[src/rtl/seg7_scan_driver_if.sv]
// Host/board-side signal bundle for the multiplexed 7-segment scan driver.
// master drives the register-file and display controls; slave is the driver itself.
interface seg7_scan_driver_if #(
  parameter int unsigned NUM_DIGITS = 8
) ();
  localparam int unsigned IDX_W = $clog2(NUM_DIGITS);

  logic                  wr_en;
  logic [IDX_W-1:0]      wr_addr;
  logic [3:0]            wr_data;
  logic                  clear;
  logic [NUM_DIGITS-1:0] digit_en;
  logic [NUM_DIGITS-1:0] dp_in;
  logic                  lz_blank;
  logic [6:0]            segments;
  logic                  dp;
  logic [NUM_DIGITS-1:0] anode;

  modport master (
    output wr_en, wr_addr, wr_data, clear, digit_en, dp_in, lz_blank,
    input  segments, dp, anode
  );

  modport slave (
    input  wr_en, wr_addr, wr_data, clear, digit_en, dp_in, lz_blank,
    output segments, dp, anode
  );
endinterface

[src/rtl/seg7_scan_driver.sv]
// Time-multiplexed common-anode 7-segment driver: nibble register file, refresh prescaler,
// hex decode, per-digit enable/decimal point and leading-zero blanking; all outputs registered.
module seg7_scan_driver #(
  parameter int unsigned NUM_DIGITS  = 8,
  parameter int unsigned REFRESH_DIV = 100000
) (
  input logic               clk,
  input logic               rst,
  seg7_scan_driver_if.slave bus
);
  localparam int unsigned IDX_W = $clog2(NUM_DIGITS);
  localparam int unsigned PRE_W = (REFRESH_DIV > 1) ? $clog2(REFRESH_DIV) : 1;

  logic [PRE_W-1:0]           presc_q, presc_d;
  logic [IDX_W-1:0]           idx_q, idx_d;
  logic [NUM_DIGITS-1:0][3:0] digit_q, digit_d;
  logic [6:0]                 seg_q, seg_d;
  logic                       dp_q, dp_d;
  logic [NUM_DIGITS-1:0]      anode_q, anode_d;
  logic [NUM_DIGITS-1:0]      lead_zero;
  logic                       zero_run;
  logic                       dark;

  function automatic logic [6:0] decode(input logic [3:0] nib);
    case (nib)
      4'h0: decode = 7'h40;
      4'h1: decode = 7'h79;
      4'h2: decode = 7'h24;
      4'h3: decode = 7'h30;
      4'h4: decode = 7'h19;
      4'h5: decode = 7'h12;
      4'h6: decode = 7'h02;
      4'h7: decode = 7'h78;
      4'h8: decode = 7'h00;
      4'h9: decode = 7'h10;
      4'hA: decode = 7'h08;
      4'hB: decode = 7'h03;
      4'hC: decode = 7'h46;
      4'hD: decode = 7'h21;
      4'hE: decode = 7'h06;
      default: decode = 7'h0E;
    endcase
  endfunction

  // Refresh prescaler and scan index
  always_comb begin
    presc_d = presc_q + PRE_W'(1);
    idx_d   = idx_q;
    if (presc_q == PRE_W'(REFRESH_DIV - 1)) begin
      presc_d = '0;
      idx_d   = (idx_q == IDX_W'(NUM_DIGITS - 1)) ? '0 : idx_q + IDX_W'(1);
    end
  end

  // Register file; out-of-range addresses match no digit, clear overrides a write
  always_comb begin
    digit_d = digit_q;
    if (bus.clear) begin
      digit_d = '0;
    end else if (bus.wr_en) begin
      for (int i = 0; i < NUM_DIGITS; i++) begin
        if (bus.wr_addr == IDX_W'(i)) digit_d[i] = bus.wr_data;
      end
    end
  end

  // lead_zero[i] is set when digit i and every digit above it hold zero
  always_comb begin
    zero_run  = 1'b1;
    lead_zero = '0;
    dark      = 1'b1;
    seg_d     = 7'h7F;
    dp_d      = 1'b1;
    anode_d   = '1;
    for (int i = NUM_DIGITS - 1; i >= 0; i--) begin
      zero_run     = zero_run & (digit_q[i] == 4'h0);
      lead_zero[i] = zero_run;
    end
    dark = ~bus.digit_en[idx_q] | (bus.lz_blank & (idx_q != '0) & lead_zero[idx_q]);
    if (!dark) begin
      anode_d[idx_q] = 1'b0;
      seg_d          = decode(digit_q[idx_q]);
      dp_d           = ~bus.dp_in[idx_q];
    end
  end

  always_ff @(posedge clk) begin
    if (rst) begin
      presc_q <= '0;
      idx_q   <= '0;
      digit_q <= '0;
      seg_q   <= 7'h7F;
      dp_q    <= 1'b1;
      anode_q <= '1;
    end else begin
      presc_q <= presc_d;
      idx_q   <= idx_d;
      digit_q <= digit_d;
      seg_q   <= seg_d;
      dp_q    <= dp_d;
      anode_q <= anode_d;
    end
  end

  assign bus.segments = seg_q;
  assign bus.dp       = dp_q;
  assign bus.anode    = anode_q;
endmodule

[src/flat_wrapper.sv]
// flat-port wrapper written by rule: the top's interface ports become plain ports
module seg7_scan_driver_flat 
#(
  parameter int unsigned NUM_DIGITS  = 8,
  parameter int unsigned REFRESH_DIV = 100000
)
  (clk, rst, bus_wr_en, bus_wr_addr, bus_wr_data, bus_clear, bus_digit_en, bus_dp_in, bus_lz_blank, bus_segments, bus_dp, bus_anode);
  seg7_scan_driver_if #(.NUM_DIGITS(NUM_DIGITS)) bus_i ();
  input logic clk;
  input logic rst;
  input wire logic [$bits(bus_i.wr_en)-1:0] bus_wr_en;
  input wire logic [$bits(bus_i.wr_addr)-1:0] bus_wr_addr;
  input wire logic [$bits(bus_i.wr_data)-1:0] bus_wr_data;
  input wire logic [$bits(bus_i.clear)-1:0] bus_clear;
  input wire logic [$bits(bus_i.digit_en)-1:0] bus_digit_en;
  input wire logic [$bits(bus_i.dp_in)-1:0] bus_dp_in;
  input wire logic [$bits(bus_i.lz_blank)-1:0] bus_lz_blank;
  output wire logic [$bits(bus_i.segments)-1:0] bus_segments;
  output wire logic [$bits(bus_i.dp)-1:0] bus_dp;
  output wire logic [$bits(bus_i.anode)-1:0] bus_anode;
  assign bus_i.wr_en = bus_wr_en;
  assign bus_i.wr_addr = bus_wr_addr;
  assign bus_i.wr_data = bus_wr_data;
  assign bus_i.clear = bus_clear;
  assign bus_i.digit_en = bus_digit_en;
  assign bus_i.dp_in = bus_dp_in;
  assign bus_i.lz_blank = bus_lz_blank;
  assign bus_segments = bus_i.segments;
  assign bus_dp = bus_i.dp;
  assign bus_anode = bus_i.anode;
  seg7_scan_driver #(.NUM_DIGITS(NUM_DIGITS), .REFRESH_DIV(REFRESH_DIV)) u_core (.clk(clk), .rst(rst), .bus(bus_i));
endmodule
[config.mk]
export PLATFORM = sky130hd
export DESIGN_NAME = seg7_scan_driver_flat
export DESIGN_NICKNAME = d
export VERILOG_FILES = /design/src/rtl/seg7_scan_driver_if.sv /design/src/rtl/seg7_scan_driver.sv /design/src/flat_wrapper.sv
export SDC_FILE = /design/constraint.sdc
export NUM_CORES = 1
export LEC_CHECK = 0
export BUFFER_PORTS_ARGS = -buffer_cell sky130_fd_sc_hd__buf_2
export CAP_MARGIN = 0
export CORE_MARGIN = 2
export CORE_UTILIZATION = 40
export DETAILED_ROUTE_END_ITERATION = 10
export SLEW_MARGIN = 20
export SYNTH_ARGS = -nofsm -noshare
export SYNTH_HDL_FRONTEND = slang
export SYNTH_SLANG_ARGS = --single-unit
export TNS_END_PERCENT = 50
[constraint.sdc]
create_clock -name clk -period 3.8 [get_ports clk]
set_input_delay 0.38 -clock clk [delete_from_list [all_inputs] [get_ports clk]]
set_output_delay 0.38 -clock clk [all_outputs]
set_load 0.05 [all_outputs]
======== Word-level counts from Yosys, hierarchy flattened ========
Memories as Yosys holds them, arrays and structs flattened. A register that Yosys moved wholly into a read port is not among the register bits.
Index checks and enable logic that the tools add are counted.
cells by class
  multiplexer cells ....................... 11
  multipliers ............................. 0
  eq/ne operators ......................... 9
  add/subtract/negate cells ............... 2
  reduce and logical (&&, ||, !) cells .... 22
  bitwise gates (word level) .............. 13
  divide/modulo/power cells ............... 0
  magnitude comparators ................... 2
  shift-type cells ........................ 0
operator list
  cell                   number
  $logic_not 4->1        8
  $add 17x1->17 const B  1
  $eq 17x17->1 const B   1
  $reduce_and 2->1       8
  $eq 3x3->1 const B     5
  $bmux 4 s3             1
  $and 1x1->1            9
  $bmux 1 s3             3
  $not 8->8              1
  $eq 3x2->1 const B     2
  $reduce_or 2->1        3
  $lt 3x4->1 const B     1
  $mux 1                 4
  $mux 4                 1
  $add 3x1->3 const B    1
  $demux 1 s3            1
  $eq 3x1->1 const B     1
  $ge 3x1->1 const B     1
  $logic_not 3->1        1
  $mux 3                 1
  $reduce_bool 3->1      1
  $not 1->1              2
  $logic_and 1x1->1      1
  $or 1x1->1             1
storage, ports and cells
  memory bits (writable) .................. 0
  latch bits .............................. 0
  output and inout bits ................... 16
  input bits .............................. 28
  bits in registers ....................... 61
  ROM bits ................................ 112
  memories kept ........................... 1
  word-level logic and storage cells ...... 72
memory list
  memory           depth  width  read ports  clocked after memory_dff  wr ports  RTL line                RTL
  (no name shown)  16     7      1           1                         0         seg7_scan_driver.sv:25  case (nib)

======== Longest topological paths before layout ========
  depth in word-level cells ............... 13
  gate-level depth with buffers ........... 11
  gate-level depth less buffers ........... 8

======== Worst setup path after synthesis ========
OpenSTA, ideal clock, no wires.
  kind .................................... reg2reg
  from .................................... register u_core.idx_q[2]
  to ...................................... register u_core.seg_q[0] (netlist: u_core.bus.segments[0])
  path slack .............................. 1.358 ns
  library setup time ...................... 0.140 ns
  data required time ...................... 3.660 ns
  data arrival time ....................... 2.302 ns
  buffers on the path ..................... 2
  clock period less this slack ............ 2.442 ns
  stages on the path, launching flop included .. 10
  cell sequence ........................... dfxtp_1 -> clkbuf_1 -> buf_2 -> mux4_2 -> mux2i_2 -> inv_1 -> ha_1 -> or3_1 -> o21ai_0 -> o21ai_1
on the way
  longest elaborated chain between the ends .. 5
  elaborated cells on any way between the ends .. 12
  classes of those cells .................. mux: 6; bitwise: 4; reduce/logical: 2
RTL lines
  what                                                                RTL line                RTL
  from (decl)                                                         seg7_scan_driver.sv:15  logic [IDX_W-1:0] idx_q, idx_d;
  from (signal assigned)                                              seg7_scan_driver.sv:97  idx_q <= idx_d;
  $bmux 1 s3 / $reduce_bool 3->1 (equally long branches)              seg7_scan_driver.sv:79  dark = ~bus.digit_en[idx_q] | (bus.lz_blank & (idx_q != '0) & lead_zero[idx_q]);
  $mux 1 (implied by the code) / $and 1x1->1 (equally long branches)  seg7_scan_driver.sv:79
  $and 1x1->1 / $not 1->1 (equally long branches)                     seg7_scan_driver.sv:79
  $or 1x1->1                                                          seg7_scan_driver.sv:79
  $reduce_or 2->1 (no line)                                           --
  to (decl)                                                           seg7_scan_driver.sv:17  logic [6:0] seg_q, seg_d;
Parallel ways exist; a longest one is shown, timed or not. The select of a mux whose other input is x is not followed.
A chain may end at the register's enable or synchronous reset.

======== Worst setup path in the final report ========
  from .................................... register u_core.idx_q[2]
  to ...................................... register u_core.seg_q[2] (netlist: u_core.bus.segments[2])
Same word-level chain as after synthesis.

==> results by stage <==
Status:
- The flow ran to the end, and the final reports show no timing, DRC or antenna violations.

Worst setup path:
- The largest fanout on the critical path is 23.
- Setup slack on the worst reg-to-reg path comes out at around 0.96 ns.
- At the worst endpoint, the arrival time is between 3 and 4 ns.
- STA classifies the critical path startpoint as a register.
- The critical path class is reg2reg.
- At the worst endpoint, the required time is approximately 4.0 ns.
- Broken down by cell family, the worst path's largest delay share belongs to compound AO/OA/AOI/OAI gates.
- On the worst path, the slowest cell contributes a delay of ~0.9 ns.
- The critical path capture point type is a register.
- The signal on the critical path passes through inv_1 -> nand2_1 -> o221ai_1 -> a2111oi_4 -> o221ai_1.
- The number of buffers and inverters on the critical path is 1.
- The critical path's slowest cell is a2111oi_4.
- In this run the critical register-to-register path is captured at u_core.bus.segments[2]$_SDFF_PP1_.
- The number of cells on the worst reg-to-reg path is 5.
- The cell that appears most often on the critical path is o221ai_1.
- The worst register-to-register path begins at u_core.idx_q[2]$_SDFFE_PP0P_.

Synth:
- The average instance in the mapped netlist occupies 9.74 µm².
- Synthesis produced a netlist with a net count of 378.
- The netlist uses 55 different library cells.
- The fraction of registers with async set/reset is 0.
- The dominant cell type by area after synthesis is dfxtp_1.
- Counting every instance in the synthesized netlist gives 340.
- For this run, the register share of the synthesized area comes to 0.411.
- Ranked by total cell area, the synthesized netlist is headed by dfxtp_1 41%, mux2i_1 11%, nor2_1 6.5%, ha_1 3.8%, mux4_2 3.4%.
- The cell area that synthesis handed to floorplanning was 3310 µm².
- The leading register cell type out of synthesis is dfxtp_1.
- In the synthesized netlist, the cells that appear most often are 68 x dfxtp_1, 57 x nor2_1, 36 x mux2i_1.
- The number of synthesized register bits is between 60 and 70.
- The most numerous cell in the Yosys netlist is dfxtp_1.
- The top-area cell type share of the netlist area is 0.411.
- During synthesis, Yosys emitted a total of 0 warnings.
- The synthesized design contains 0 enable-type register cells.

Global routing:
- In the global route stage, overall resource usage came out at 0.167.
- The total overflow left after global routing is 0.
- The number of antenna violations at the first check in global routing is 0.
- Entering global routing, the biggest net connects 33 pins.
- The first global-routing pass estimated between 10 and 15 mm of wire.
- The via count of the first global-routing pass is ~2400.

Clock tree:
- CTS placed an instance of clkbuf_8 at the clock tree root.
- The number of sinks driven by the clock tree is 68.
- No sink is reached through more buffers than the 2 on the longest clock path.
- Clock-pin slew was measured on the worst setup and hold paths at ~0.080 ns.
- Gates resized during post-CTS repair numbered 0.
- The number of hold-repair buffers added at the cts stage is 0.
- The later pin in the worst-skew pair is clocked with a latency of ~0.35 ns.
- In this run the number of H-tree levels came out at 3.
- The TritonCTS buffer count is 9.
- The post-CTS setup repair buffer count is 0.
- TritonCTS built the clock tree.

Timing:
- Adding up every negative setup slack in the final design gives 0 ns.
- In the finished design, the share of the clock period the worst path needs comes to 0.748.
- The highest attainable clock frequency is 0.352 GHz.
- The normalized max-slew margin is 0.406.
- Final hold analysis gives a worst-case slack of around 0.33 ns.
- Setup repair after global routing left no endpoint under its margin.
- Setup violations remaining at the end of the flow were counted as 0.
- The count of final hold-check violations was 0.
- The actual transition at the worst max-transition pin is between 0.8 and 0.9 ns.
- The number of max-slew violations in the final report is 0.
- The clock arrives with between 0.01 and 0.015 ns of skew.
- The time the worst path needs with I/O delays and setup is between 2 and 3 ns.

Floorplan:
- In this run the horizontal extent of the chip is around 95 µm.
- The die is about 95 µm tall.
- The number of I/O pins is between 40 and 50.
- The floorplan step defined a die boundary enclosing 9030 µm².
- The number of rows created at floorplan is 33.
- The initial core utilization is 0.407.
- The standard cell core area is roughly 8100 µm².

Min path:
- The path with the worst hold slack has its endpoint at u_core.idx_q[0]$_SDFFE_PP0P_.
- The class of the worst hold path is in2reg.
- The worst hold path passes through 2 cells.
- The worst hold path begins at rst.

Route:
- The average wire per cell in the routed design is 14.6 µm.
- The number of iterations in the first detailed-routing pass is 4.
- The final routed wirelength across all metal layers is ~7 mm.
- The detail route stage leaves a number of antenna-violating nets equal to 0.
- The via density per instance is roughly 5.2.
- The number of DRC violations after detailed routing is 0.
- The via count of the routed design is between 2000 and 3000.
- For this block, the initial DRC count from the detailed router was roughly 110.

Place:
- The total half-perimeter wirelength after legalization and detailed placement is 5.13 mm.
- The congestion estimate from routability-driven global placement came to approximately 0.84.
- In this run the tool buffered the top-level ports with between 40 and 50 buffer cells.

Pwr:
- The total power divided by cell area is 384 nW/µm².
- The leakage power is ~1.5 nW.
- The total design power is between 1 and 1.5 mW.
- IR analysis of the VDD net gives a maximum drop of ~190 µV.

Final layout:
- Measured on the finished design, the core utilization comes to 0.462.
- The count of inserted antenna diode cells is 0.
- The share of layout cells above drive strength 1 is 0.215.
- The filler cell count is 777.
- From synthesis to final layout, the design area changed by 13.4%.
- The net count of the finished layout is slightly above 400.

Job:
- The max-capacitance violation count is 0.
-- metrics by stage --
step | instance area (µm²) | cells | setup slack (ns)
after floorplan | 3310 | 340 | 1.36
after global placement | 3550 | 466 | 1.01
after detailed placement | 3550 | 466 | 0.937
after CTS | 3760 | 482 | 0.947
after global routing | 3760 | 482 | 0.636
final | 3760 | 482 | 0.958
-- worst register-to-register path, cell delays in order, from the launching register on --
cell and delay (ns):
dfxtp_1 0.83, inv_1 0.32, nand2_1 0.21, o221ai_1 0.18
a2111oi_4 0.88, o221ai_1 0.25
-- state kept, by name, indices dropped and copies added (netlist names) --
name                 count
u_core.bus.segments      7
u_core.presc_q          17
u_core.bus.dp            1
u_core.digit_q          32
u_core.idx_q             3
u_core.bus.anode         8
-- worst max path at each step --
stage | startpoint | end | cells past startpoint
floorplan | u_core.idx_q[2]$_SDFFE_PP0P_ | u_core.bus.segments[0]$_SDFF_PP1_ | 9
global placement | u_core.idx_q[1]$_SDFFE_PP0P_ | u_core.bus.segments[0]$_SDFF_PP1_ | 7
detailed placement | u_core.idx_q[2]$_SDFFE_PP0P_ | u_core.bus.segments[2]$_SDFF_PP1_ | 5
CTS | u_core.idx_q[2]$_SDFFE_PP0P_ | u_core.bus.segments[2]$_SDFF_PP1_ | 5
global route | u_core.idx_q[2]$_SDFFE_PP0P_ | u_core.bus.segments[2]$_SDFF_PP1_ | 5
finish | u_core.idx_q[2]$_SDFFE_PP0P_ | u_core.bus.segments[2]$_SDFF_PP1_ | 5
-- final cells by class --
| type | count | area, µm² | share of cell area |
|---|---|---|---|
| flip-flops and latches | 68 | 1360 | 0.362 |
| repair buffers | 44 | 223 | 0.0593 |
| clock buffers | 10 | 138 | 0.0366 |
| well taps | 105 | 131 | 0.0350 |
| inverters | 7 | 31.3 | 0.00833 |
| clock inverters | 6 | 70.1 | 0.0186 |
| multi-input cells | 242 | 1800 | 0.480 |
-- cell families after synthesis --
logic type | Yosys count | synth area share
AOI/OAI and AO/OA | 35 | 0.0869
xor gates and xnor gates | 13 | 0.0344
adders and majority gates | 10 | 0.0378
buffers and inverters | 30 | 0.0449
DFF | 68 | 0.411
muxes | 50 | 0.183
and+or+nand+nor | 134 | 0.202
-- metal layers --
layer / vias to the layer above / routed length [µm] / GRT usage
met2: 52 / 3110 / 0.254
met4: 0 / 100 / 0.0616
li1: 1292 / - / -
met1: 1160 / 3520 / 0.230
met5: - / 0 / 0
met3: 9 / 306 / 0.0403
-- power breakdown --
group / internal (mW) / switching, mW
Combinational: 0.0352 / 0.0611
Sequential: 0.722 / 0.00573
Clock: 0.326 / 0.290
Total: 1.08 / 0.357
-- cell usage in the layout, fill, tap and decap left out, drive strengths merged, types with 3 or more instances in the layout --
master	instances
dfxtp	68
nor2	57
buf	44
mux2i	38
nand2	16
nand3	13
xor2	10
ha	10
clkbuf	10
inv	9
nor4	8
nand4	7
o211ai	7
mux4	6
mux2	6
o21ai	6
and3	5
a21oi	5
o221ai	5
nand4b	4
nand2b	4
and4	4
or3	4
o22ai	3
xnor2	3
clkinv	3
Note: power is estimated with default switching activity, not from simulation.
